==> config.mk <==
export PLATFORM = sky130hd
export DESIGN_NAME = serial_subtractor
export DESIGN_NICKNAME = d
export VERILOG_FILES = /design/src/rtl/serial_arith_pkg.sv /design/src/rtl/full_subtractor.sv /design/src/rtl/serial_subtractor.sv
export SDC_FILE = /design/constraint.sdc
export NUM_CORES = 1
export LEC_CHECK = 0
export ABC_CLOCK_PERIOD_IN_PS = 2120
export BUFFER_PORTS_ARGS = -buffer_cell sky130_fd_sc_hd__buf_2
export CAP_MARGIN = 30
export CORE_AREA = 2 2 61 63
export DETAILED_ROUTE_END_ITERATION = 7
export DIE_AREA = 0 0 63 65
export PLACE_DENSITY = 0.71
export SLEW_MARGIN = 20
export SYNTH_ARGS = -nofsm -noshare
export SYNTH_HDL_FRONTEND = slang
export SYNTH_SLANG_ARGS = --single-unit
export TNS_END_PERCENT = 5
==> constraint.sdc <==
create_clock -name clk -period 2.12 [get_ports clk]
set_clock_uncertainty 0.05 [all_clocks]
set_input_delay 0.106 -clock clk [delete_from_list [all_inputs] [get_ports clk]]
set_output_delay 0.106 -clock clk [all_outputs]
set_load 0.01 [all_outputs]
==> src/rtl/serial_arith_pkg.sv <==
// Shared definitions for the bit-serial arithmetic blocks (adder and subtractor).
package serial_arith_pkg;

  typedef enum logic [1:0] {
    IDLE  = 2'd0,
    SHIFT = 2'd1,
    DONE  = 2'd2
  } ser_state_t;

endpackage

==> src/rtl/full_subtractor.sv <==
// One-bit full subtractor: d = x - y - bi, with borrow-out bo.
module full_subtractor (
  input  logic x,
  input  logic y,
  input  logic bi,
  output logic d,
  output logic bo
);

  assign d  = x ^ y ^ bi;
  // Borrow when y exceeds x outright, or when x == y and a borrow arrives.
  assign bo = (~x & y) | (~(x ^ y) & bi);

endmodule

==> src/rtl/serial_subtractor.sv <==
// Bit-serial subtractor: {bout, diff} = a - b - bin, LSB first, one bit per clock.
module serial_subtractor
  import serial_arith_pkg::*;
#(
  parameter int WIDTH = 8
) (
  input  logic             clk,
  input  logic             rst,
  input  logic             start,
  input  logic [WIDTH-1:0] a,
  input  logic [WIDTH-1:0] b,
  input  logic             bin,
  output logic             busy,
  output logic             done,
  output logic [WIDTH-1:0] diff,
  output logic             bout
);

  localparam int CW = $clog2(WIDTH);
  localparam logic [CW-1:0] LAST = CW'(WIDTH - 1);

  ser_state_t       state;
  logic [WIDTH-1:0] sa;
  logic [WIDTH-1:0] sb;
  logic [WIDTH-1:0] res;
  logic             br;
  logic [CW-1:0]    count;
  logic             d;
  logic             br_nxt;
  logic [WIDTH-1:0] res_nxt;

  full_subtractor u_fs (
    .x  (sa[0]),
    .y  (sb[0]),
    .bi (br),
    .d  (d),
    .bo (br_nxt)
  );

  // New bit enters at the MSB so the LSB-first stream lands in place after WIDTH shifts.
  assign res_nxt = {d, res[WIDTH-1:1]};

  always_ff @(posedge clk or posedge rst) begin
    if (rst) begin
      state <= IDLE;
      busy  <= 1'b0;
      done  <= 1'b0;
      diff  <= '0;
      bout  <= 1'b0;
      sa    <= '0;
      sb    <= '0;
      res   <= '0;
      br    <= 1'b0;
      count <= '0;
    end else begin
      case (state)
        IDLE, DONE: begin
          done <= 1'b0;
          if (start) begin
            sa    <= a;
            sb    <= b;
            br    <= bin;
            count <= '0;
            busy  <= 1'b1;
            state <= SHIFT;
          end else begin
            busy  <= 1'b0;
            state <= IDLE;
          end
        end
        SHIFT: begin
          sa  <= sa >> 1;
          sb  <= sb >> 1;
          res <= res_nxt;
          br  <= br_nxt;
          if (count == LAST) begin
            // Last bit: publish the result including the bit computed this cycle.
            diff  <= res_nxt;
            bout  <= br_nxt;
            busy  <= 1'b0;
            done  <= 1'b1;
            state <= DONE;
          end else begin
            count <= count + 1'b1;
          end
        end
        default: begin
          busy  <= 1'b0;
          done  <= 1'b0;
          state <= IDLE;
        end
      endcase
    end
  end

endmodule

==> results of run 1 <==
where the power goes:
| part | internal (mW) | switching (mW) |
|---|---|---|
| logic | 0.479 | 0.550 |
| clock network | 0.279 | 0.239 |
| registers | 1.07 | 0.202 |
worst min path at each step:
stage | startpoint | to | slack [ps] | cells after the start
after CTS | a[6] | sa[6]$_DFFE_PP0P_ | 40 | 3
after detailed placement | rst | sb[1]$_DFFE_PP0P_ | 190 | 3
final | a[6] | sa[6]$_DFFE_PP0P_ | 60 | 3
after floorplan | b[6] | sb[6]$_DFFE_PP0P_ | 200 | 1
after global routing | a[6] | sa[6]$_DFFE_PP0P_ | 50 | 3
after global placement | rst | sb[1]$_DFFE_PP0P_ | 190 | 3
critical path: stages (launching register included):
cell,delay (ps)
sky130_fd_sc_hd__dfrtp_1,420
sky130_fd_sc_hd__ha_1,210
sky130_fd_sc_hd__ha_1,210
sky130_fd_sc_hd__nand3b_1,400
sky130_fd_sc_hd__mux2_2,400
registers in the layout, indices dropped and copies added (netlist names):
name	flops
busy	1
count	3
state	1
diff	8
res	7
sa	8
done	1
br	1
sb	8
bout	1
stage by stage:
stage | setup slack [ps] | power (mW) | util | hold slack, ps | std cells
final | 314 | 2.82 | 0.598 | 61.5 | 253
after detailed placement | 316 | 2.30 | 0.524 | 194 | 228
after CTS | 298 | 2.86 | 0.598 | 42.6 | 253
after floorplan | 582 | 2.01 | - | 202 | 154
after global routing | 183 | 3.08 | 0.598 | 53.0 | 253
after global placement | 406 | 2.24 | 0.524 | 188 | 228
Yosys cell counts:
library cell,instances,area share
sky130_fd_sc_hd__a21oi_1,12,0.037
sky130_fd_sc_hd__a221o_1,3,0.018
sky130_fd_sc_hd__and3b_1,1,0.0053
sky130_fd_sc_hd__buf_2,3,0.0091
sky130_fd_sc_hd__buf_4,4,0.018
sky130_fd_sc_hd__clkbuf_1,1,0.0023
sky130_fd_sc_hd__dfrtp_1,39,0.59
sky130_fd_sc_hd__fa_1,1,0.012
sky130_fd_sc_hd__ha_1,2,0.015
sky130_fd_sc_hd__inv_1,16,0.037
sky130_fd_sc_hd__mux2_2,8,0.055
sky130_fd_sc_hd__mux2i_1,2,0.012
sky130_fd_sc_hd__nand2_1,27,0.062
sky130_fd_sc_hd__nand2b_1,2,0.0076
sky130_fd_sc_hd__nand3_1,5,0.015
sky130_fd_sc_hd__nand3b_1,1,0.0046
sky130_fd_sc_hd__nor2_1,6,0.014
sky130_fd_sc_hd__nor2b_1,2,0.0076
sky130_fd_sc_hd__o211ai_1,1,0.0046
sky130_fd_sc_hd__o21ai_0,2,0.0061
sky130_fd_sc_hd__o21ai_1,1,0.0030
sky130_fd_sc_hd__o21ai_2,1,0.0053
sky130_fd_sc_hd__o22ai_1,13,0.050
sky130_fd_sc_hd__or3b_1,1,0.0053
cells by family after synthesis:
logic type | Yosys count
compound gates | 33
fa+ha+maj | 3
buf+inv | 24
flops | 39
mux | 10
simple gates | 45
final cells by class:
class	count	area share
Tap cell	48	0.0287
Sequential cell	39	0.467
Clock inverter	2	0.0168
Inverter	16	0.0287
Multi-Input combinational cell	91	0.266
Timing Repair Buffer	51	0.168
Clock buffer	6	0.0246
metal layers:
| layer | global-route usage | routed length, µm |
|---|---|---|
| met1 | 0.219 | 1410 |
| met2 | 0.305 | 1600 |
| met3 | 0.0417 | 138 |
| met4 | 0.0972 | 118 |
| met5 | 0 | 0 |
what timing repair did:
item | CTS | global route
hold endpoints to repair | 55 | 0
buffers inserted | 0 | 0
hold buffers | 17 | 0
==> metrics.txt, run 1 <==
# TYPE chip_impl_metric gauge
chip_impl_info{name="run_status",value="finished clean"} 1
chip_impl_metric{name="fillerInstances",unit=""} 298
chip_impl_metric{name="post_cts_resized",unit=""} 0
chip_impl_metric{name="antennaDiodeCount",unit=""} 0
chip_impl_info{name="synth_top_family_by_area",value="compound AO/OA/AOI/OAI gates"} 1
chip_impl_metric{name="maximum_vdd_drop",unit="V"} 0.000770
chip_impl_metric{name="total_wirelength_of_the_detailed_routed_design",unit="µm"} 3270
chip_impl_metric{name="numCtsBuffers",unit=""} 5
chip_impl_metric{name="adder_and_majority_gate_portion_of_the_synthesized_area",unit=""} 0.0274
chip_impl_metric{name="critPathArrivalTime",unit="ps"} 1990
chip_impl_metric{name="yosys.area_share.simple",unit=""} 0.121
chip_impl_metric{name="grt_antenna_before_repair",unit=""} 0
chip_impl_metric{name="detail_route.drc_violations",unit=""} 0
chip_impl_metric{name="seq_area",unit="µm²"} 976
chip_impl_metric{name="total_die_area",unit="µm²"} 4100
chip_impl_metric{name="floorplan.io_pins",unit=""} 31
chip_impl_metric{name="drt_iter0_drc",unit=""} 64
chip_impl_info{name="worst_r2r_endpoint",value="diff[0]$_DFFE_PP0P_"} 1
chip_impl_metric{name="global_routing_usage_summed_across_all_routing_layers",unit=""} 0.182
chip_impl_metric{name="synth_instances",unit=""} 154
chip_impl_metric{name="start_util",unit=""} 0.470
chip_impl_metric{name="clock_slew_at_the_register_clock_pins_of_the_worst_setup_and_hold_paths",unit="ps"} 120
chip_impl_metric{name="mappedNetlistNets",unit=""} 177
chip_impl_metric{name="seq_total_area_yosys",unit=""} 0.595
chip_impl_metric{name="design.core.area",unit="µm²"} 3500
chip_impl_info{name="most-common-layout-cells",value="39 x sky130_fd_sc_hd__dfrtp_1, 30 x sky130_fd_sc_hd__buf_2, 27 x sky130_fd_sc_hd__nand2_1, 17 x sky130_fd_sc_hd__dlygate4sd3_1, 16 x sky130_fd_sc_hd__inv_1"} 1
chip_impl_metric{name="max_slew.worst_pin.slew",unit="ps"} 608
chip_impl_info{name="worst_setup_end_kind",value="flip-flop"} 1
chip_impl_metric{name="post_route_cells_drive_above_1_share",unit=""} 0.249
chip_impl_metric{name="placed_area",unit="µm²"} 1830
chip_impl_info{name="critical_path_startpoint",value="count[0]$_DFFE_PP0P_"} 1
chip_impl_metric{name="first_global_vias",unit=""} 1311
chip_impl_metric{name="nets",unit=""} 227
chip_impl_metric{name="finalInstanceArea",unit="µm²"} 2090
chip_impl_metric{name="max-cap-violations",unit=""} 0
chip_impl_metric{name="required",unit="ps"} 2310
chip_impl_metric{name="numClockSinks",unit=""} 39
chip_impl_info{name="crit_type",value="flip-flop to flip-flop"} 1
chip_impl_metric{name="power-per-cell-area",unit="nW/µm²"} 1350
chip_impl_metric{name="power.leakage",unit="nW"} 1.09
chip_impl_metric{name="clk_path_buf_depth",unit=""} 2
chip_impl_metric{name="place_congestion",unit=""} 0.738
chip_impl_info{name="worstHoldPathType",value="input pin to flip-flop"} 1
chip_impl_metric{name="worst_slew_margin_rel",unit=""} 0.595
chip_impl_metric{name="share_of_the_clock_period_used_by_the_worst_path",unit=""} 0.852
chip_impl_metric{name="dp_hpwl",unit="µm"} 2010
chip_impl_metric{name="min_period",unit="ps"} 1810
chip_impl_metric{name="grt_max_degree",unit=""} 40
chip_impl_metric{name="multi_input_logic_area",unit="µm²"} 557
chip_impl_metric{name="route.antenna.remaining_nets",unit=""} 0
chip_impl_metric{name="clock_insertion_delay_worst_skew",unit="ps"} 340
chip_impl_metric{name="die_h",unit="µm"} 65
chip_impl_metric{name="worst_r2r_path_depth",unit=""} 4
chip_impl_metric{name="wl_per_cell",unit="µm"} 12.9
chip_impl_metric{name="synth.mux.area_fraction",unit=""} 0.0671
chip_impl_metric{name="detail_route.vias_per_cell",unit=""} 5.08
chip_impl_info{name="critical_path.startpoint_type",value="flip-flop"} 1
chip_impl_info{name="clockRootBuffer",value="sky130_fd_sc_hd__clkbuf_4"} 1
chip_impl_metric{name="io_buffer_count",unit=""} 30
chip_impl_metric{name="drtPass1Iterations",unit=""} 4
chip_impl_metric{name="h-tree-depth",unit=""} 2
chip_impl_metric{name="die_w",unit="µm"} 63
chip_impl_info{name="tritoncts",value="done"} 1
chip_impl_metric{name="complex_gate_fraction_of_the_synthesized_area",unit=""} 0.123
chip_impl_metric{name="fp-row-count",unit=""} 22
chip_impl_metric{name="final_setup_violations",unit=""} 0
chip_impl_metric{name="postSynthRegisterBits",unit=""} 39
chip_impl_metric{name="synth_xor_area_frac",unit=""} 0
chip_impl_metric{name="yosysWarningCount",unit=""} 0
chip_impl_metric{name="syn_to_final_growth",unit="%"} 27.3
chip_impl_metric{name="synth.avg_cell_area",unit="µm²"} 10.7
chip_impl_metric{name="grt_overflow_total",unit=""} 0
chip_impl_info{name="rsz0062_at_grt",value="false"} 1
chip_impl_metric{name="grt_first_pass_wirelength",unit="µm"} 5730
chip_impl_info{name="reg2reg_from",value="count[0]$_DFFE_PP0P_"} 1
chip_impl_metric{name="routed-via-count",unit=""} 1286
chip_impl_info{name="final_common_cell",value="sky130_fd_sc_hd__dfrtp_1"} 1
chip_impl_metric{name="syn-cell-area",unit="µm²"} 1640
chip_impl_metric{name="setup-tns-final",unit="ps"} 0
chip_impl_info{name="crit_path_end",value="diff[0]$_DFFE_PP0P_"} 1
chip_impl_metric{name="report.final.hold_viol_count",unit=""} 0
chip_impl_metric{name="r2r_slack",unit="ps"} 310
chip_impl_metric{name="critPathMaxFanout",unit=""} 11
chip_impl_metric{name="ys_types",unit=""} 24
chip_impl_metric{name="max_freq",unit="MHz"} 554
chip_impl_metric{name="timing_max_transition_violations_final",unit=""} 0
No activity file was read; power rests on OpenSTA's default activity.
==> inputs of run 2 (changes only) <==
Settings changed: ABC_AREA from default to 1, CORE_AREA 2 2 61 63 to 2 2 65 67, DIE_AREA 0 0 63 65 to 0 0 67 69, HOLD_SLACK_MARGIN from default to 0.1, PLACE_DENSITY 0.71 to 0.7.
==> run 2 against run 1 <==
Against the previous run: core utilization decreased by 0.92 points; sequential share of layout area decreased by 4.3 points; clock-buffer cell count did not move; critical path depth increased by 3; area after synthesis up 16%; global-route usage is 0.72 points lower; routed wire length up 6.3%; hold slack improved by 45 ps; via count increased by 14%; synthesized cell count increased by 51%.
==> metrics.txt, run 2 <==
# TYPE chip_impl_metric gauge
chip_impl_metric{name="antennaDiodeCount",unit=""} 0
chip_impl_metric{name="syn-cell-area",unit="µm²"} 1900
chip_impl_info{name="crit_type",value="flip-flop to flip-flop"} 1
chip_impl_metric{name="final_critical_path_setup_slack",unit="ps"} 670
chip_impl_info{name="run_status",value="finished clean"} 1
chip_impl_metric{name="clock_insertion_delay_worst_skew",unit="ps"} 290
chip_impl_metric{name="synth_instances",unit=""} 232
chip_impl_metric{name="clk_path_buf_depth",unit=""} 2
chip_impl_metric{name="numCtsBuffers",unit=""} 5
chip_impl_metric{name="max_freq",unit="MHz"} 690
chip_impl_metric{name="dp_hpwl",unit="µm"} 2370
chip_impl_metric{name="path_buf_inv",unit=""} 1
chip_impl_info{name="cpMostUsedCell",value="sky130_fd_sc_hd__nand2_1"} 1
chip_impl_metric{name="detail_route.drc_violations",unit=""} 0
chip_impl_info{name="final_common_cell",value="sky130_fd_sc_hd__nand2_1"} 1
chip_impl_metric{name="route.antenna.remaining_nets",unit=""} 0
chip_impl_info{name="cpLargestDelayFamily",value="adder cells"} 1
chip_impl_metric{name="worst_slew_margin_rel",unit=""} 0.683
chip_impl_metric{name="seq_area",unit="µm²"} 976
chip_impl_metric{name="design.core.area",unit="µm²"} 3910
chip_impl_metric{name="io_buffer_count",unit=""} 30
chip_impl_metric{name="seq_total_area_yosys",unit=""} 0.512
chip_impl_metric{name="routed-via-count",unit=""} 1472
chip_impl_metric{name="timing_max_transition_violations_final",unit=""} 0
chip_impl_metric{name="start_util",unit=""} 0.487
chip_impl_metric{name="h-tree-depth",unit=""} 2
chip_impl_metric{name="critical-path-max-stage-delay",unit="ps"} 400
chip_impl_info{name="critical_path.startpoint_type",value="flip-flop"} 1
chip_impl_metric{name="fp-row-count",unit=""} 23
chip_impl_metric{name="die_w",unit="µm"} 67
chip_impl_metric{name="ys_types",unit=""} 16
chip_impl_metric{name="synth_top_area_share",unit=""} 0.512
chip_impl_metric{name="drtPass1Iterations",unit=""} 4
chip_impl_metric{name="critPathMaxFanout",unit=""} 4
chip_impl_metric{name="grt_antenna_before_repair",unit=""} 0
chip_impl_info{name="worstHoldPathType",value="input pin to flip-flop"} 1
chip_impl_info{name="synth.cells.most_frequent",value="73 x sky130_fd_sc_hd__nand2_1, 45 x sky130_fd_sc_hd__inv_1, 39 x sky130_fd_sc_hd__dfrtp_1"} 1
chip_impl_metric{name="synth.avg_cell_area",unit="µm²"} 8.21
chip_impl_metric{name="fillerInstances",unit=""} 368
chip_impl_info{name="yosys_most_used_dff",value="sky130_fd_sc_hd__dfrtp_1"} 1
chip_impl_metric{name="max-cap-violations",unit=""} 0
chip_impl_info{name="rsz0062_at_grt",value="false"} 1
chip_impl_metric{name="post-place-ws",unit="ps"} 672
chip_impl_metric{name="floorplan.io_pins",unit=""} 31
chip_impl_metric{name="number_of_flops_mapped_to_enable_cells_by_yosys",unit=""} 0
chip_impl_metric{name="required",unit="ps"} 2300
chip_impl_metric{name="grt_overflow_total",unit=""} 0
chip_impl_info{name="largest_registers",value="diff: 8 flops, sa: 8 flops, sb: 8 flops"} 1
chip_impl_metric{name="grt_max_degree",unit=""} 40
chip_impl_metric{name="critPathArrivalTime",unit="ps"} 1630
chip_impl_metric{name="power-per-cell-area",unit="nW/µm²"} 1350
chip_impl_info{name="post-synth-top-count-cell",value="sky130_fd_sc_hd__nand2_1"} 1
chip_impl_metric{name="min_period",unit="ps"} 1450
chip_impl_info{name="post_synthesis_cell_type_with_the_largest_combined_area",value="sky130_fd_sc_hd__dfrtp_1"} 1
chip_impl_metric{name="synthArstFlopShare",unit=""} 1.00
chip_impl_metric{name="syn_to_final_growth",unit="%"} 21.0
chip_impl_metric{name="first_global_vias",unit=""} 1430
chip_impl_metric{name="wl_per_cell",unit="µm"} 10.6
chip_impl_metric{name="multi_input_logic_area",unit="µm²"} 674
chip_impl_metric{name="detail_route.vias_per_cell",unit=""} 4.49
chip_impl_metric{name="clock_slew_at_the_register_clock_pins_of_the_worst_setup_and_hold_paths",unit="ps"} 70
chip_impl_metric{name="report.final.hold_viol_count",unit=""} 0
chip_impl_info{name="most-common-layout-cells",value="73 x sky130_fd_sc_hd__nand2_1, 45 x sky130_fd_sc_hd__inv_1, 39 x sky130_fd_sc_hd__dfrtp_1, 33 x sky130_fd_sc_hd__nand3_1, 30 x sky130_fd_sc_hd__buf_2"} 1
chip_impl_info{name="cells_traversed_along_the_worst_timing_path",value="ha_1, ha_1, inv_1, nand3_1, nand2_1, nand2_1, nand2_1"} 1
chip_impl_metric{name="drt_iter0_drc",unit=""} 72
chip_impl_info{name="top_area_cells_in_the_synthesized_netlist",value="sky130_fd_sc_hd__dfrtp_1 51%, sky130_fd_sc_hd__nand2_1 14%, sky130_fd_sc_hd__inv_1 8.9%, sky130_fd_sc_hd__nand3_1 8.7%, sky130_fd_sc_hd__o21ai_2 3.7%"} 1
chip_impl_metric{name="die_h",unit="µm"} 69
chip_impl_metric{name="total_wirelength_of_the_detailed_routed_design",unit="µm"} 3480
chip_impl_metric{name="numClockSinks",unit=""} 39
chip_impl_metric{name="nets",unit=""} 302
chip_impl_metric{name="final_setup_violations",unit=""} 0
chip_impl_metric{name="yosysWarningCount",unit=""} 0
chip_impl_metric{name="global_routing_usage_summed_across_all_routing_layers",unit=""} 0.175
chip_impl_metric{name="postLayoutCoreUtil",unit=""} 0.589
chip_impl_metric{name="power.leakage",unit="nW"} 1.31
chip_impl_metric{name="mappedNetlistNets",unit=""} 255
chip_impl_metric{name="post_cts_resized",unit=""} 0
chip_impl_metric{name="total_die_area",unit="µm²"} 4620
chip_impl_metric{name="maximum_vdd_drop",unit="V"} 0.000628
chip_impl_info{name="worst_setup_end_kind",value="flip-flop"} 1
chip_impl_info{name="slowest_stage",value="sky130_fd_sc_hd__dfrtp_1"} 1
chip_impl_metric{name="share_of_the_clock_period_used_by_the_worst_path",unit=""} 0.684
chip_impl_info{name="tritoncts",value="done"} 1
chip_impl_metric{name="setup-tns-final",unit="ps"} 0
chip_impl_metric{name="post_route_cells_drive_above_1_share",unit=""} 0.194
chip_impl_metric{name="place_congestion",unit=""} 0.710
chip_impl_info{name="clockRootBuffer",value="sky130_fd_sc_hd__clkbuf_8"} 1
chip_impl_metric{name="grt_first_pass_wirelength",unit="µm"} 6080
chip_impl_metric{name="max_slew.worst_pin.slew",unit="ps"} 475
chip_impl_metric{name="postSynthRegisterBits",unit=""} 39
## run 2: path summary, 6_finish.rpt
kind	to	start	cells past startpoint	slack [ps]
min in group asynchronous	diff[3]$_DFFE_PP0P_	rst	4	420
max in group asynchronous	res[5]$_DFFE_PP0N_	rst	4	1270
worst max-delay path	count[2]$_DFFE_PP0P_	count[0]$_DFFE_PP0P_	7	670
worst min register to register	diff[5]$_DFFE_PP0P_	diff[5]$_DFFE_PP0P_	2	430
worst min-delay path	sa[0]$_DFFE_PP0P_	a[0]	5	110
worst max register to register	count[2]$_DFFE_PP0P_	count[0]$_DFFE_PP0P_	7	670
## run 2: worst min-delay path, delay by kind of cell
kind / cells / cell delay, ps
buf+inv: 2 / 100
simple gates: 3 / 210
## run 2: stage by stage
step                      area (µm²)  instances  total power, mW  hold slack (ps)
after global placement          2070        306             2.62              196
after global routing            2300        328             3.42              129
after floorplan                 1900        232             2.36              177
after detailed placement        2070        306             2.66              200
after CTS                       2300        328             3.15              110
final                           2300        328             3.10              106
## run 2: power breakdown
group	switching, mW	total (mW)	internal (mW)
logic	0.821	1.35	0.533
clock network	0.234	0.453	0.219
registers	0.197	1.30	1.10
total	1.25	3.10	1.85
## run 2: layer usage
metal,GRT usage,vias up,routed length [µm]
li1,-,788,-
met2,0.264,32,1550
met5,0,-,0
met4,0.0884,0,97
met3,0.0489,12,151
met1,0.228,640,1670
## run 2: final cells by class
cell class                      instances  share of cell area
Clock buffer                            6              0.0315
Inverter                               48              0.0804
Multi-Input combinational cell        136               0.293
Sequential cell                        39               0.424
Tap cell                               50              0.0272
Timing Repair Buffer                   49               0.144
## run 2: cells by family after synthesis
group                      after synthesis  share of synthesized area
AOI/OAI and AO/OA                       17                     0.0604
adders and majority gates                3                     0.0237
buffers and inverters                   57                      0.133
DFF                                     39                      0.512
and+or+nand+nor                        116                      0.270
## run 2: repair_timing
action,CTS,global route
hold buffers,16,0
endpoints found under the hold margin,54,0
buffers inserted,0,0
==> inputs of run 3 (changes only) <==
Settings changed: ABC_CLOCK_PERIOD_IN_PS 2120 to 1200, PLACE_DENSITY 0.7 to 0.73.
Clock period 2.12 ns to 1.2 ns, I/O delays scaled along.
==> run 3 against run 2 <==
Against the previous run: the run now ends with setup timing left; sequential cell count stayed put; register-to-register slack worse by 710 ps; worst setup slack worse by 710 ps; fmax is 17% higher; power is 96% higher; clock power is 81% higher; critical path type unchanged.
==> metrics.txt, run 3 (synthesized netlist as in run 2, its figures left out) <==
# TYPE chip_impl_metric gauge
chip_impl_metric{name="grt_max_degree",unit=""} 40
chip_impl_metric{name="min_period",unit="ps"} 1240
chip_impl_info{name="clockRootBuffer",value="sky130_fd_sc_hd__clkbuf_8"} 1
chip_impl_metric{name="maximum_vdd_drop",unit="V"} 0.00122
chip_impl_info{name="most-common-layout-cells",value="67 x sky130_fd_sc_hd__nand2_1, 43 x sky130_fd_sc_hd__inv_1, 38 x sky130_fd_sc_hd__dfrtp_1, 31 x sky130_fd_sc_hd__nand3_1, 30 x sky130_fd_sc_hd__buf_2"} 1
chip_impl_metric{name="power-per-cell-area",unit="nW/µm²"} 2380
chip_impl_metric{name="timing_max_transition_violations_final",unit=""} 0
chip_impl_metric{name="fp-row-count",unit=""} 23
chip_impl_metric{name="place_inst",unit=""} 322
chip_impl_metric{name="clk_path_buf_depth",unit=""} 2
chip_impl_metric{name="clock_insertion_delay_worst_skew",unit="ps"} 290
chip_impl_metric{name="max-cap-violations",unit=""} 0
chip_impl_metric{name="finalInstanceArea",unit="µm²"} 2560
chip_impl_metric{name="numClockSinks",unit=""} 39
chip_impl_metric{name="syn_to_final_growth",unit="%"} 34.6
chip_impl_metric{name="worst_r2r_path_depth",unit=""} 4
chip_impl_metric{name="post_route_cells_drive_above_1_share",unit=""} 0.292
chip_impl_metric{name="post-place-ws",unit="ps"} -120
chip_impl_metric{name="drt_iter0_drc",unit=""} 50
chip_impl_metric{name="share_of_the_clock_period_used_by_the_worst_path",unit=""} 1.03
chip_impl_info{name="reg2reg_from",value="br$_DFFE_PP0P_"} 1
chip_impl_metric{name="place_congestion",unit=""} 0.774
chip_impl_info{name="rsz0062_at_grt",value="true"} 1
chip_impl_metric{name="route.antenna.remaining_nets",unit=""} 0
chip_impl_metric{name="nets",unit=""} 322
chip_impl_info{name="critical_path.startpoint_type",value="flip-flop"} 1
chip_impl_info{name="crit_type",value="flip-flop to flip-flop"} 1
chip_impl_metric{name="critPathArrivalTime",unit="ps"} 1410
chip_impl_metric{name="fillerInstances",unit=""} 354
chip_impl_metric{name="final_critical_path_setup_slack",unit="ps"} -37.2
chip_impl_metric{name="start_util",unit=""} 0.487
chip_impl_info{name="final_common_cell",value="sky130_fd_sc_hd__nand2_1"} 1
chip_impl_metric{name="report.final.hold_viol_count",unit=""} 0
chip_impl_metric{name="critical-path-max-stage-delay",unit="ps"} 560
chip_impl_metric{name="die_w",unit="µm"} 67
chip_impl_metric{name="design.core.area",unit="µm²"} 3910
chip_impl_info{name="tritoncts",value="done"} 1
chip_impl_metric{name="final_setup_violations",unit=""} 7
chip_impl_metric{name="antennaDiodeCount",unit=""} 0
chip_impl_metric{name="max_freq",unit="MHz"} 808
chip_impl_metric{name="worst_slew_margin_rel",unit=""} 0.863
chip_impl_info{name="failed_checks",value="setup timing"} 1
chip_impl_metric{name="path_buf_inv",unit=""} 2
chip_impl_metric{name="placed_area",unit="µm²"} 2250
chip_impl_metric{name="numCtsBuffers",unit=""} 5
chip_impl_info{name="worst_r2r_endpoint",value="diff[7]$_DFFE_PP0P_"} 1
chip_impl_info{name="worstHoldPathType",value="input pin to asynchronous set/reset pin"} 1
chip_impl_metric{name="critPathMaxFanout",unit=""} 2
chip_impl_info{name="cpLargestDelayFamily",value="adder cells"} 1
chip_impl_metric{name="required",unit="ps"} 1370
chip_impl_metric{name="max_slew.worst_pin.slew",unit="ps"} 205
chip_impl_metric{name="floorplan.io_pins",unit=""} 31
chip_impl_metric{name="wl_per_cell",unit="µm"} 11.0
chip_impl_metric{name="global_routing_usage_summed_across_all_routing_layers",unit=""} 0.193
chip_impl_metric{name="power.leakage",unit="nW"} 1.42
chip_impl_metric{name="die_h",unit="µm"} 69
chip_impl_metric{name="routed-via-count",unit=""} 1576
chip_impl_metric{name="drtPass1Iterations",unit=""} 4
chip_impl_metric{name="total_wirelength_of_the_detailed_routed_design",unit="µm"} 3810
chip_impl_metric{name="p_total",unit="mW"} 6.09
chip_impl_info{name="run_status",value="complete, but fails checks"} 1
chip_impl_metric{name="io_buffer_count",unit=""} 30
chip_impl_metric{name="clock_slew_at_the_register_clock_pins_of_the_worst_setup_and_hold_paths",unit="ps"} 70
chip_impl_info{name="cpMostUsedCell",value="sky130_fd_sc_hd__inv_2"} 1
chip_impl_metric{name="finish.cell_count_without_fillers",unit=""} 348
chip_impl_metric{name="grt_antenna_before_repair",unit=""} 0
chip_impl_metric{name="r2r_slack",unit="ps"} -40
chip_impl_info{name="largest_registers",value="diff: 8 flops, sa: 8 flops, sb: 8 flops"} 1
chip_impl_info{name="cells_traversed_along_the_worst_timing_path",value="inv_2, fa_1, inv_2, o21ai_2"} 1
chip_impl_metric{name="detail_route.vias_per_cell",unit=""} 4.53
chip_impl_info{name="slowest_stage",value="sky130_fd_sc_hd__fa_1"} 1
chip_impl_metric{name="total_die_area",unit="µm²"} 4620
chip_impl_metric{name="detail_route.drc_violations",unit=""} 0
chip_impl_metric{name="h-tree-depth",unit=""} 2
chip_impl_info{name="worst_setup_end_kind",value="flip-flop"} 1
chip_impl_metric{name="grt_first_pass_wirelength",unit="µm"} 6790
chip_impl_metric{name="dp_hpwl",unit="µm"} 2700
chip_impl_metric{name="worst-path-stages",unit=""} 4
chip_impl_metric{name="grt_overflow_total",unit=""} 0
chip_impl_metric{name="first_global_vias",unit=""} 1597
[run 3: cell count changes in the layout (fill, tap and decap cells not counted), moves of 2 or more]
cell and delta:
sky130_fd_sc_hd__dlygate4sd3_1 +3, sky130_fd_sc_hd__ha_1 -2, sky130_fd_sc_hd__nand2_1 -6, sky130_fd_sc_hd__inv_2 +2, sky130_fd_sc_hd__buf_4 +11, sky130_fd_sc_hd__nand3_2 +2
sky130_fd_sc_hd__nand3_1 -2, sky130_fd_sc_hd__buf_6 +3, sky130_fd_sc_hd__buf_12 +3, sky130_fd_sc_hd__o21ai_0 -2, sky130_fd_sc_hd__nand2_2 +6, sky130_fd_sc_hd__inv_1 -2
[run 3: worst max-delay path by stage]
stage,endpoint,slack (ps),start
detailed placement,res[7]$_DFFE_PP0N_,-120,sb[0]$_DFFE_PP0P_
finish,diff[7]$_DFFE_PP0P_,-40,br$_DFFE_PP0P_
CTS,res[7]$_DFFE_PP0N_,-40,br$_DFFE_PP0P_
global placement,res[7]$_DFFE_PP0N_,-30,sb[0]$_DFFE_PP0P_
global route,res[7]$_DFFE_PP0N_,-110,br$_DFFE_PP0P_
floorplan,diff[5]$_DFFE_PP0P_,-7,busy$_DFFE_PP0P_
[run 3: final cells by class]
type                    instances  area [µm²]  area share
clock buffers                   5        68.8      0.0268
multi-input cells             136         721       0.281
inverters                      48         188      0.0732
repair buffers                 69         539       0.210
clock inverters                 1        7.51     0.00293
flip-flops and latches         39         977       0.381
well taps                      50        62.6      0.0244
[run 3: metal layers]
| layer | track usage | vias up | share of wire |
|---|---|---|---|
| met3 | 0.0538 | 7 | 0.054 |
| met5 | 0 | - | 0 |
| met1 | 0.236 | 700 | 0.45 |
| li1 | - | 829 | - |
| met2 | 0.320 | 40 | 0.48 |
| met4 | 0.0680 | 0 | 0.019 |
[run 3: stage by stage]
stage	hold WS, ps	utilization	TNS (ps)
2_1_floorplan	131	-	-18.5
3_3_place_gp	77.5	0.575	-31.7
3_5_place_dp	80.2	0.575	-299
4_1_cts	308	0.646	-223
5_1_grt	332	0.655	-1170
6_report	305	0.655	-159
[run 3: worst min-delay path, cell delays in order]
cell	delay, ps
sky130_fd_sc_hd__dlygate4sd3_1	530
sky130_fd_sc_hd__buf_2	120
sky130_fd_sc_hd__inv_1	80
sky130_fd_sc_hd__buf_12	230
[run 3: power by group]
| group | switching, mW | total (mW) | internal [mW] | leakage (nW) |
|---|---|---|---|---|
| Clock | 0.436 | 0.822 | 0.385 | 0.0361 |
| Sequential | 0.381 | 2.33 | 1.94 | 0.477 |
| Combinational | 1.60 | 2.94 | 1.34 | 0.910 |
| Total | 2.42 | 6.09 | 3.67 | 1.42 |
[run 3: timing repair]
item / 4_1_cts / 5_1_grt
hold endpoints to repair: 60 / 0
pin swaps: 4 / 3
endpoints found under the setup margin: 24 / 31
gates resized for setup: 7 / 10
hold buffers: 19 / 0
buffers inserted: 0 / 1
